File: config.mk
export PLATFORM = sky130hd
export DESIGN_NAME = machine_control_unit_flat
export DESIGN_NICKNAME = d
export VERILOG_FILES = /design/src/rtl/machine_control_unit_if.sv /design/src/rtl/machine_control_unit.sv /design/src/flat_wrapper.sv
export SDC_FILE = /design/constraint.sdc
export NUM_CORES = 1
export LEC_CHECK = 0
export ABC_CLOCK_PERIOD_IN_PS = 3200
export CAP_MARGIN = 15
export CORE_MARGIN = 2
export CORE_UTILIZATION = 40
export CTS_CLUSTER_DIAMETER = 200
export DETAILED_ROUTE_END_ITERATION = 6
export GPL_ROUTABILITY_DRIVEN = 0
export PLACE_DENSITY = 0.95
export SLEW_MARGIN = 40
export SYNTH_ARGS = -nofsm -noshare
export SYNTH_HDL_FRONTEND = slang
export SYNTH_SLANG_ARGS = --single-unit
File: constraint.sdc
create_clock -name clk_in -period 3.2 [get_ports clk_in]
set_input_delay 0.32 -clock clk_in [delete_from_list [all_inputs] [get_ports clk_in]]
set_output_delay 0.32 -clock clk_in [all_outputs]
set_load 0.01 [all_outputs]
File: src/rtl/machine_control_unit_if.sv
// Bundle of decode status, CSR interrupt state and trap-control outputs
// exchanged between the core pipeline/CSR file and machine_control_unit.
// Handshake rule: this is a level-based control bus; every signal is
// sampled on the rising clock edge, there is no valid/ready pairing.
// The "master" side is the core environment, which drives the status and
// receives the controls. The "slave" side is the control unit itself.
// state_out exposes the FSM state for observation only.
interface machine_control_unit_if;
    logic       stall_in;
    logic       illegal_instr_in;
    logic       misaligned_instr_in;
    logic       misaligned_load_in;
    logic       misaligned_store_in;
    logic [4:0] opcode_6_to_2_in;
    logic [2:0] funct3_in;
    logic [6:0] funct7_in;
    logic [4:0] rs2_addr_in;
    logic       mie_in;
    logic       meie_in;
    logic       mtie_in;
    logic       msie_in;
    logic       meip_in;
    logic       mtip_in;
    logic       msip_in;

    logic       i_or_e_out;
    logic [3:0] cause_out;
    logic       set_cause_out;
    logic       set_epc_out;
    logic       mie_clear_out;
    logic       mie_set_out;
    logic       instret_inc_out;
    logic [1:0] pc_src_out;
    logic       flush_out;
    logic       wfi_stall_out;
    logic [2:0] state_out;

    modport master (
        output stall_in, illegal_instr_in, misaligned_instr_in,
               misaligned_load_in, misaligned_store_in, opcode_6_to_2_in,
               funct3_in, funct7_in, rs2_addr_in, mie_in, meie_in, mtie_in,
               msie_in, meip_in, mtip_in, msip_in,
        input  i_or_e_out, cause_out, set_cause_out, set_epc_out,
               mie_clear_out, mie_set_out, instret_inc_out, pc_src_out,
               flush_out, wfi_stall_out, state_out
    );

    modport slave (
        input  stall_in, illegal_instr_in, misaligned_instr_in,
               misaligned_load_in, misaligned_store_in, opcode_6_to_2_in,
               funct3_in, funct7_in, rs2_addr_in, mie_in, meie_in, mtie_in,
               msie_in, meip_in, mtip_in, msip_in,
        output i_or_e_out, cause_out, set_cause_out, set_epc_out,
               mie_clear_out, mie_set_out, instret_inc_out, pc_src_out,
               flush_out, wfi_stall_out, state_out
    );
endinterface

File: src/rtl/machine_control_unit.sv
// Machine-mode trap/return sequencer for the RV32 core.
// Prioritises synchronous exceptions over interrupts, sequences MRET,
// selects the next-PC source and flushes the pipeline on redirects.
// Optional feature macro: WFI_EN -- adds the WAIT state so WFI halts the
// core until an enabled interrupt is pending. Without it WFI is a NOP.
module machine_control_unit #(
    parameter int RESET_CYCLES = 1   // cycles spent in RESET, 1..15
) (
    input logic               clk_in,
    input logic               rst_in,
    machine_control_unit_if.slave bus
);

`ifdef WFI_EN
    localparam int STATE_W = 3;
`else
    localparam int STATE_W = 2;
`endif

    typedef enum logic [STATE_W-1:0] {
        S_RESET       = STATE_W'(0),
        S_OPERATING   = STATE_W'(1),
        S_TRAP_TAKEN  = STATE_W'(2),
`ifdef WFI_EN
        S_TRAP_RETURN = STATE_W'(3),
        S_WAIT        = STATE_W'(4)
`else
        S_TRAP_RETURN = STATE_W'(3)
`endif
    } state_t;

    localparam logic [3:0] RESET_LAST = 4'(RESET_CYCLES - 1);

    state_t     state;
    logic [3:0] counter;
    logic [3:0] cause_q;
    logic       i_or_e_q;

    logic       is_system;
    logic       is_ecall;
    logic       is_ebreak;
    logic       is_mret;
    logic       irq_ext;
    logic       irq_tmr;
    logic       irq_sw;
    logic       trap;
    logic [3:0] trap_cause;
    logic       trap_is_irq;

    logic [1:0] pc_src;
    logic       flush;
    logic       instret_inc;
    logic       set_cause;
    logic       set_epc;
    logic       mie_clear;
    logic       mie_set;
    logic       wfi_stall;

    // SYSTEM-opcode decode and per-source pending-and-enabled interrupts.
    always_comb begin
        is_system = (bus.opcode_6_to_2_in == 5'b11100) && (bus.funct3_in == 3'b000);
        is_ecall  = is_system && (bus.funct7_in == 7'b0000000) && (bus.rs2_addr_in == 5'b00000);
        is_ebreak = is_system && (bus.funct7_in == 7'b0000000) && (bus.rs2_addr_in == 5'b00001);
        is_mret   = is_system && (bus.funct7_in == 7'b0011000) && (bus.rs2_addr_in == 5'b00010);
        irq_ext   = bus.meip_in & bus.meie_in;
        irq_tmr   = bus.mtip_in & bus.mtie_in;
        irq_sw    = bus.msip_in & bus.msie_in;
    end

    // First-match trap priority: exceptions first, then mie-gated interrupts.
    always_comb begin
        trap        = 1'b1;
        trap_cause  = 4'd0;
        trap_is_irq = 1'b0;
        if (bus.illegal_instr_in)         trap_cause = 4'd2;
        else if (bus.misaligned_instr_in) trap_cause = 4'd0;
        else if (is_ecall)                trap_cause = 4'd11;
        else if (is_ebreak)               trap_cause = 4'd3;
        else if (bus.misaligned_load_in)  trap_cause = 4'd4;
        else if (bus.misaligned_store_in) trap_cause = 4'd6;
        else if (bus.mie_in && irq_ext) begin
            trap_cause  = 4'd11;
            trap_is_irq = 1'b1;
        end else if (bus.mie_in && irq_sw) begin
            trap_cause  = 4'd3;
            trap_is_irq = 1'b1;
        end else if (bus.mie_in && irq_tmr) begin
            trap_cause  = 4'd7;
            trap_is_irq = 1'b1;
        end else begin
            trap = 1'b0;
        end
    end

    // Sequencer state, reset counter and captured trap cause; frozen by stall.
    always_ff @(posedge clk_in or negedge rst_in) begin
        if (!rst_in) begin
            state    <= S_RESET;
            counter  <= 4'd0;
            cause_q  <= 4'd0;
            i_or_e_q <= 1'b0;
        end else if (!bus.stall_in) begin
            case (state)
                S_RESET: begin
                    if (counter == RESET_LAST) state <= S_OPERATING;
                    else                       counter <= counter + 4'd1;
                end
                S_OPERATING: begin
                    if (trap) begin
                        cause_q  <= trap_cause;
                        i_or_e_q <= trap_is_irq;
                        state    <= S_TRAP_TAKEN;
                    end else if (is_mret) begin
                        state <= S_TRAP_RETURN;
`ifdef WFI_EN
                    end else if (is_system && (bus.funct7_in == 7'b0001000) &&
                                 (bus.rs2_addr_in == 5'b00101)) begin
                        state <= S_WAIT;
`endif
                    end
                end
                S_TRAP_TAKEN:  state <= S_OPERATING;
                S_TRAP_RETURN: state <= S_OPERATING;
`ifdef WFI_EN
                S_WAIT: begin
                    if (irq_ext || irq_tmr || irq_sw) state <= S_OPERATING;
                end
`endif
                default: state <= S_RESET;
            endcase
        end
    end

    // Control outputs decoded from the held state plus the current decode.
    always_comb begin
        pc_src      = 2'b11;
        flush       = 1'b0;
        instret_inc = 1'b0;
        set_cause   = 1'b0;
        set_epc     = 1'b0;
        mie_clear   = 1'b0;
        mie_set     = 1'b0;
        wfi_stall   = 1'b0;
        case (state)
            S_RESET: begin
                pc_src = 2'b00;
                flush  = 1'b1;
            end
            S_OPERATING: begin
                if (!bus.stall_in) begin
                    if (trap) begin
                        flush = 1'b1;
                    end else if (is_mret) begin
                        flush       = 1'b1;
                        instret_inc = 1'b1;
                    end else begin
                        instret_inc = 1'b1;
                    end
                end
            end
            S_TRAP_TAKEN: begin
                set_cause = 1'b1;
                set_epc   = 1'b1;
                mie_clear = 1'b1;
                pc_src    = 2'b10;
                flush     = 1'b1;
            end
            S_TRAP_RETURN: begin
                mie_set = 1'b1;
                pc_src  = 2'b01;
                flush   = 1'b1;
            end
`ifdef WFI_EN
            S_WAIT: wfi_stall = 1'b1;
`endif
            default: begin
                pc_src = 2'b00;
                flush  = 1'b1;
            end
        endcase
    end

    assign bus.pc_src_out      = pc_src;
    assign bus.flush_out       = flush;
    assign bus.instret_inc_out = instret_inc;
    assign bus.set_cause_out   = set_cause;
    assign bus.set_epc_out     = set_epc;
    assign bus.mie_clear_out   = mie_clear;
    assign bus.mie_set_out     = mie_set;
    assign bus.wfi_stall_out   = wfi_stall;
    assign bus.cause_out       = cause_q;
    assign bus.i_or_e_out      = i_or_e_q;
    assign bus.state_out       = 3'(state);

endmodule

File: src/flat_wrapper.sv
// flat-port wrapper written by rule: the top's interface ports become plain ports
module machine_control_unit_flat 
#(
    parameter int RESET_CYCLES = 1                                  
)
  (clk_in, rst_in, bus_stall_in, bus_illegal_instr_in, bus_misaligned_instr_in, bus_misaligned_load_in, bus_misaligned_store_in, bus_opcode_6_to_2_in, bus_funct3_in, bus_funct7_in, bus_rs2_addr_in, bus_mie_in, bus_meie_in, bus_mtie_in, bus_msie_in, bus_meip_in, bus_mtip_in, bus_msip_in, bus_i_or_e_out, bus_cause_out, bus_set_cause_out, bus_set_epc_out, bus_mie_clear_out, bus_mie_set_out, bus_instret_inc_out, bus_pc_src_out, bus_flush_out, bus_wfi_stall_out, bus_state_out);
  machine_control_unit_if bus_i ();
  input logic clk_in;
  input logic rst_in;
  input wire logic [$bits(bus_i.stall_in)-1:0] bus_stall_in;
  input wire logic [$bits(bus_i.illegal_instr_in)-1:0] bus_illegal_instr_in;
  input wire logic [$bits(bus_i.misaligned_instr_in)-1:0] bus_misaligned_instr_in;
  input wire logic [$bits(bus_i.misaligned_load_in)-1:0] bus_misaligned_load_in;
  input wire logic [$bits(bus_i.misaligned_store_in)-1:0] bus_misaligned_store_in;
  input wire logic [$bits(bus_i.opcode_6_to_2_in)-1:0] bus_opcode_6_to_2_in;
  input wire logic [$bits(bus_i.funct3_in)-1:0] bus_funct3_in;
  input wire logic [$bits(bus_i.funct7_in)-1:0] bus_funct7_in;
  input wire logic [$bits(bus_i.rs2_addr_in)-1:0] bus_rs2_addr_in;
  input wire logic [$bits(bus_i.mie_in)-1:0] bus_mie_in;
  input wire logic [$bits(bus_i.meie_in)-1:0] bus_meie_in;
  input wire logic [$bits(bus_i.mtie_in)-1:0] bus_mtie_in;
  input wire logic [$bits(bus_i.msie_in)-1:0] bus_msie_in;
  input wire logic [$bits(bus_i.meip_in)-1:0] bus_meip_in;
  input wire logic [$bits(bus_i.mtip_in)-1:0] bus_mtip_in;
  input wire logic [$bits(bus_i.msip_in)-1:0] bus_msip_in;
  output wire logic [$bits(bus_i.i_or_e_out)-1:0] bus_i_or_e_out;
  output wire logic [$bits(bus_i.cause_out)-1:0] bus_cause_out;
  output wire logic [$bits(bus_i.set_cause_out)-1:0] bus_set_cause_out;
  output wire logic [$bits(bus_i.set_epc_out)-1:0] bus_set_epc_out;
  output wire logic [$bits(bus_i.mie_clear_out)-1:0] bus_mie_clear_out;
  output wire logic [$bits(bus_i.mie_set_out)-1:0] bus_mie_set_out;
  output wire logic [$bits(bus_i.instret_inc_out)-1:0] bus_instret_inc_out;
  output wire logic [$bits(bus_i.pc_src_out)-1:0] bus_pc_src_out;
  output wire logic [$bits(bus_i.flush_out)-1:0] bus_flush_out;
  output wire logic [$bits(bus_i.wfi_stall_out)-1:0] bus_wfi_stall_out;
  output wire logic [$bits(bus_i.state_out)-1:0] bus_state_out;
  assign bus_i.stall_in = bus_stall_in;
  assign bus_i.illegal_instr_in = bus_illegal_instr_in;
  assign bus_i.misaligned_instr_in = bus_misaligned_instr_in;
  assign bus_i.misaligned_load_in = bus_misaligned_load_in;
  assign bus_i.misaligned_store_in = bus_misaligned_store_in;
  assign bus_i.opcode_6_to_2_in = bus_opcode_6_to_2_in;
  assign bus_i.funct3_in = bus_funct3_in;
  assign bus_i.funct7_in = bus_funct7_in;
  assign bus_i.rs2_addr_in = bus_rs2_addr_in;
  assign bus_i.mie_in = bus_mie_in;
  assign bus_i.meie_in = bus_meie_in;
  assign bus_i.mtie_in = bus_mtie_in;
  assign bus_i.msie_in = bus_msie_in;
  assign bus_i.meip_in = bus_meip_in;
  assign bus_i.mtip_in = bus_mtip_in;
  assign bus_i.msip_in = bus_msip_in;
  assign bus_i_or_e_out = bus_i.i_or_e_out;
  assign bus_cause_out = bus_i.cause_out;
  assign bus_set_cause_out = bus_i.set_cause_out;
  assign bus_set_epc_out = bus_i.set_epc_out;
  assign bus_mie_clear_out = bus_i.mie_clear_out;
  assign bus_mie_set_out = bus_i.mie_set_out;
  assign bus_instret_inc_out = bus_i.instret_inc_out;
  assign bus_pc_src_out = bus_i.pc_src_out;
  assign bus_flush_out = bus_i.flush_out;
  assign bus_wfi_stall_out = bus_i.wfi_stall_out;
  assign bus_state_out = bus_i.state_out;
  machine_control_unit #(.RESET_CYCLES(RESET_CYCLES)) u_core (.clk_in(clk_in), .rst_in(rst_in), .bus(bus_i));
endmodule
==> out/results.ini, run 1 <==
[status]
outcome=finished clean

[worst_setup_path]
crit_slowest_cell=clkdlybuf4s50_1
cp-start-kind=input port
critical_path_arrival_ns=2.37
critical_path_class=in -> out
r2r_cells=7
cp_max_fo=4
r2r_end=u_core.state[1]
max_stage_delay_ns=0.55
worstPathRequired_ns=2.88
reg2reg_slack_ns=1.59
end_kind=primary output
path_common_cell=clkdlybuf4s50_1
cp_top_family=buffers and inverters
reg2reg_from=u_core.counter[0]
cp_cell_sequence=clkdlybuf4s50_1, nor4_2, nand4_2, o211ai_4, nor2_1, o21ai_1, clkdlybuf4s50_1
worstPathBufferInverterCount=2

[sta]
fin_tns_setup_ns=0
rsz0062_at_grt=no
min_period_ns=2.69
timing.final.ws_setup_ns=0.513
relSlewSlack_pct=62.6
hold_viol_final=0
setup_violations=0
slew_violations=0
max_freq_mhz=372
skew_ns=0.00812
tightest_slew_ns=0.556
fin_crit_sh_pct=84.0

[route]
drtIter0Drc=17
drt_wl_total_mm=2.24
ant_nets=0
dr.pass1.iters=4
vias=795
drc=0
via_per_inst=5.06
wl_met1_um=872
met3_wirelength_um=85
wl_met2_mm=1.26
topRoutingLayerUsed=met4
detail_route.wl_per_cell_um=14.2

[clock_tree]
clkSlewWorstSetupHoldPaths_ns=0.07
cts_tree=done
clock-sinks=11
clk_path_buf_depth=2
cts_setup_buffers=0
cts_inserted_buffers=3
cts-root-buf=clkbuf_4
clkLatencyLatePin_ns=0.27
htree_levels=1
hold_buffers=0
postCtsResizedCells=0

[cells_and_area]
fin_nets=171
area_growth_pct=60.4
drive_gt1_share_pct=13.1
num_antenna_cells=0
fill_cells=140

[power_and_ir_drop]
power.switching_w=0.000279
p_int_w=0.000500
combPwrFrac_pct=57.7
ir_worst_vdd_mv=0.479
seq_power_share_pct=30.5
p_per_area_nw_per_um2=570
leakage_nw=0.566
pwr-share-clk_pct=11.7
switching_share_pct=35.8

[grt]
grt_max_degree=12
grt_pass1_vias=785
grt_pass1_wl_mm=3.59
grt_usage_pct=19.2
grt_overflow_total=0
antenna_found_initial=0

[floorplan]
dieArea_um2=2520
coreArea_um2=1980
pin_count=51
die_h_um=50.2
num_rows=16
start_util_pct=43.0
fp.dieW_um=50.2

[logic_synthesis]
syn_area_um2=852
avgSynthCellArea_um2=10.5
synth_cells=81
synth_seq_area_share_pct=32.3
yosysWarnings=0
ys_types=36
synth_seq_cells=11
synth_enable_flop_cells=0
async_flop_share_pct=100
synth_flop_cell=dfrtp_1

[min_path]
worstHoldPathType=in -> async

[place]
dp_hpwl_mm=1.94
port_buffers=48
dp_slack_ns=0.511

[flow_run]
cap_viol_max_count=0

[per-stage QoR]
step / area, µm² / cells / utilization (%) / power, W / hold slack (ns)
2_1_floorplan: 856 / 82 / - / 0.000482 / 0.0244
3_5_place_dp: 1340 / 153 / 67.6 / 0.000692 / 0.478
3_3_place_gp: 1340 / 153 / 67.6 / 0.000673 / 0.462
5_1_grt: 1370 / 157 / 68.9 / 0.000844 / 0.424
6_report: 1370 / 157 / 68.9 / 0.000779 / 0.388
4_1_cts: 1370 / 157 / 68.9 / 0.000786 / 0.399
[cells in the final DEF (no fill, tap or decap), drive strengths merged, types with 4 or more instances in the layout]
master and n:
ha 6, nand2 4, nor2 6, inv 6
clkbuf 4, dfrtp 11, clkdlybuf4s50 48, mux2 4
nor4 4
[metal layers]
| layer | global-route usage [%] | vias to the layer above |
|---|---|---|
| met5 | 0 | - |
| met4 | 5.09 | 0 |
| met3 | 5.06 | 2 |
| met2 | 36.4 | 24 |
| met1 | 20.6 | 379 |
| li1 | - | 390 |
[cells by family after synthesis]
kind of cell | count (synthesis) | synth area share [%]
flops | 11 | 32.3
simple gates | 31 | 27.5
mux | 7 | 10.6
other cells | 1 | 0.440
xor+xnor | 3 | 3.08
buf+inv | 10 | 6.17
compound gates | 12 | 11.2
fa+ha+maj | 6 | 8.81
[how the worst max path moves through the flow]
stage                                  from  slack, ns  cells after the start                  end
floorplan                  bus_funct7_in[1]       1.54                      5        bus_flush_out
detailed placement         bus_funct7_in[1]       0.51                      7        bus_flush_out
global placement    bus_misaligned_store_in       0.60                      5  bus_instret_inc_out
finish                     bus_funct7_in[1]       0.51                      7        bus_flush_out
CTS                        bus_funct7_in[1]       0.51                      7        bus_flush_out
global route               bus_funct7_in[1]       0.36                      7        bus_flush_out
[cells in the mapped netlist (2+ instances only)]
library cell  number  area [µm²]
dfrtp_1           11         275
ha_1               6        75.1
inv_1              6        22.5
nor2_1             6        22.5
buf_4              4        30.0
mux2_4             4        60.1
nand2_1            4        15.0
mux2i_1            3        30.0
nor4_2             3        37.5
xnor2_1            3        26.3
nand4_1            2        12.5
nor3_1             2        10.0
nor3b_1            2        15.0
o21ai_0            2        10.0
or3_1              2        12.5
[registers in the layout (all words and copies together) (netlist names)]
register	count
u_core.bus.cause_out	4
u_core.bus.i_or_e_out	1
u_core.counter	4
u_core.state	2
[power groups by stage]
stage,sequential (W),clock [W],combinational [W]
4_1_cts,0.000238,0.0000943,0.000454
6_report,0.000238,0.0000913,0.000450
3_3_place_gp,0.000235,0,0.000438
3_5_place_dp,0.000241,0,0.000452
2_1_floorplan,0.000243,0,0.000239
5_1_grt,0.000244,0.000104,0.000496
[layout make-up]
type	instances	area (µm²)	area share [%]
inverter	6	22.5	1.65
sequential	11	275	20.1
clock buffer	4	26.3	1.92
timing repair buffer	48	480	35.2
tap	27	33.8	2.47
multi-input combinational	61	528	38.6
(Power assumes the default switching activity.)
==> inputs of run 2 (changes only) <==
--- a/config.mk
+++ b/config.mk
@@ -5,14 +5,14 @@
 export SDC_FILE = /design/constraint.sdc
 export NUM_CORES = 1
 export LEC_CHECK = 0
-export ABC_CLOCK_PERIOD_IN_PS = 3200
+export ABC_CLOCK_PERIOD_IN_PS = 2500
 export CAP_MARGIN = 15
 export CORE_MARGIN = 2
-export CORE_UTILIZATION = 40
+export CORE_UTILIZATION = 37
 export CTS_CLUSTER_DIAMETER = 200
 export DETAILED_ROUTE_END_ITERATION = 6
 export GPL_ROUTABILITY_DRIVEN = 0
-export PLACE_DENSITY = 0.95
+export PLACE_DENSITY = 0.9
 export SLEW_MARGIN = 40
 export SYNTH_ARGS = -nofsm -noshare
 export SYNTH_HDL_FRONTEND = slang
==> constraint.sdc (replaced) <==
create_clock -name clk_in -period 2.5 [get_ports clk_in]
set_input_delay 0.25 -clock clk_in [delete_from_list [all_inputs] [get_ports clk_in]]
set_output_delay 0.25 -clock clk_in [all_outputs]
set_load 0.01 [all_outputs]
==> run 2 against run 1 <==
  * Power increased by 29%
  * Combinational power up 31%
  * Wire length up 6.2%
  * Hold slack worse by 0.068 ns
  * First-iteration DRC count fell by 53%
==> out/results.ini, run 2 (synthesis gave the netlist of run 1 again) <==
[route]
ant_nets=0
wl_met2_mm=1.38
detail_route.wl_per_cell_um=14.6
drc=0
topRoutingLayerUsed=met4
met3_wirelength_um=91
vias=822
drt_wl_total_mm=2.38
via_per_inst=5.04
drtIter0Drc=8
dr.pass1.iters=4
wl_met1_um=833

[worst_setup_path]
end_kind=primary output
critical_path_class=in -> out
r2r_cells=7
worstPathRequired_ns=2.25
max_stage_delay_ns=0.57
reg2reg_slack_ns=0.91
critical_path_arrival_ns=2.12
reg2reg_from=u_core.counter[0]
path_common_cell=clkdlybuf4s50_1
cp_max_fo=4
worstPathBufferInverterCount=3
crit_slowest_cell=clkdlybuf4s50_1
r2r_end=u_core.state[1]
cp_cell_sequence=clkdlybuf4s50_1, nor4_2, buf_4, o211ai_4, nor3b_1, clkdlybuf4s50_1
cp_top_family=buffers and inverters
cp-start-kind=input port

[floorplan]
coreArea_um2=2190
start_util_pct=38.9
num_rows=17
dieArea_um2=2700
die_h_um=52.0
fp.dieW_um=52.0
pin_count=51

[clock_tree]
postCtsResizedCells=0
clkLatencyLatePin_ns=0.26
cts_tree=done
clk_path_buf_depth=2
clock-sinks=11
cts_inserted_buffers=3
clkSlewWorstSetupHoldPaths_ns=0.07
cts_setup_buffers=0
htree_levels=1
hold_buffers=0
cts-root-buf=clkbuf_4

[flow_run]
cap_viol_max_count=0

[sta]
skew_ns=0.00555
max_freq_mhz=422
slew_violations=0
relSlewSlack_pct=66.2
min_period_ns=2.37
setup_violations=0
rsz0062_at_grt=no
fin_crit_sh_pct=94.7
timing.hold.ws_ns=0.320
tightest_slew_ns=0.506
hold_viol_final=0
fin_tns_setup_ns=0

[power_and_ir_drop]
ir_worst_vdd_mv=0.604
leakage_nw=0.600
p_total_w=0.00101
p_per_area_nw_per_um2=707

[grt]
grt_max_degree=12
grt_overflow_total=0
antenna_found_initial=0
grt_pass1_wl_mm=3.88
grt_pass1_vias=874
grt_usage_pct=19.5

[cells_and_area]
layout_commonest_cell=clkdlybuf4s50_1
num_antenna_cells=0
final_cell_mix=clkdlybuf4s50_1, dfrtp_1, inv_1, nor2_1, ha_1
area_growth_pct=67.3
post-route-util_pct=65.0
fin_nets=176
fin_cells=163
drive_gt1_share_pct=16.3

[min_path]
worstHoldPathType=in -> async

[status]
outcome=finished clean

[place]
port_buffers=48
dp_hpwl_mm=1.98
placed_cells=159

## run 2: area by class of cell
cell class	instances	area, µm²
Inverter	6	22.5
Multi-Input combinational cell	61	546
Clock buffer	4	26.3
Sequential cell	11	275
Timing Repair Buffer	53	520
Tap cell	28	35.0
Fill cell	175	766
## run 2: worst max path at each step
| stage | from | endpoint | depth (start not counted) |
|---|---|---|---|
| floorplan | bus_funct7_in[1] | u_core.bus.cause_out[1] | 5 |
| global placement | bus_funct3_in[1] | bus_flush_out | 7 |
| detailed placement | bus_funct3_in[1] | bus_flush_out | 7 |
| CTS | bus_funct3_in[1] | bus_flush_out | 7 |
| global route | bus_misaligned_store_in | bus_instret_inc_out | 6 |
| finish | bus_misaligned_store_in | bus_instret_inc_out | 6 |
## run 2: worst register-to-register path, cell delays in order, from the launching register on
cell and delay, ns:
dfrtp_1 0.40, inv_1 0.10, ha_1 0.16, inv_1 0.04
o31ai_1 0.23, nor2b_1 0.29, mux2i_1 0.21, a21oi_1 0.05
## run 2: per-stage QoR
stage | area (µm²) | worst slack, ns
2_1_floorplan | 856 | 0.947
6_report | 1430 | 0.131
5_1_grt | 1430 | 0.0542
3_5_place_dp | 1380 | 0.0401
3_3_place_gp | 1380 | 0.117
4_1_cts | 1410 | 0.0400
## run 2: routing by layer
layer  vias up  track usage, %
li1        397               -
met1       392            18.7
met2        27            39.2
met3         6            4.89
met4         0            6.58
met5         -               0
## run 2: power breakdown
group / internal, W / switching [W] / leakage, nW
registers: 0.000245 / 0.0000584 / 0.139
clock network: 0.0000616 / 0.0000540 / 0.0150
logic: 0.000339 / 0.000249 / 0.445
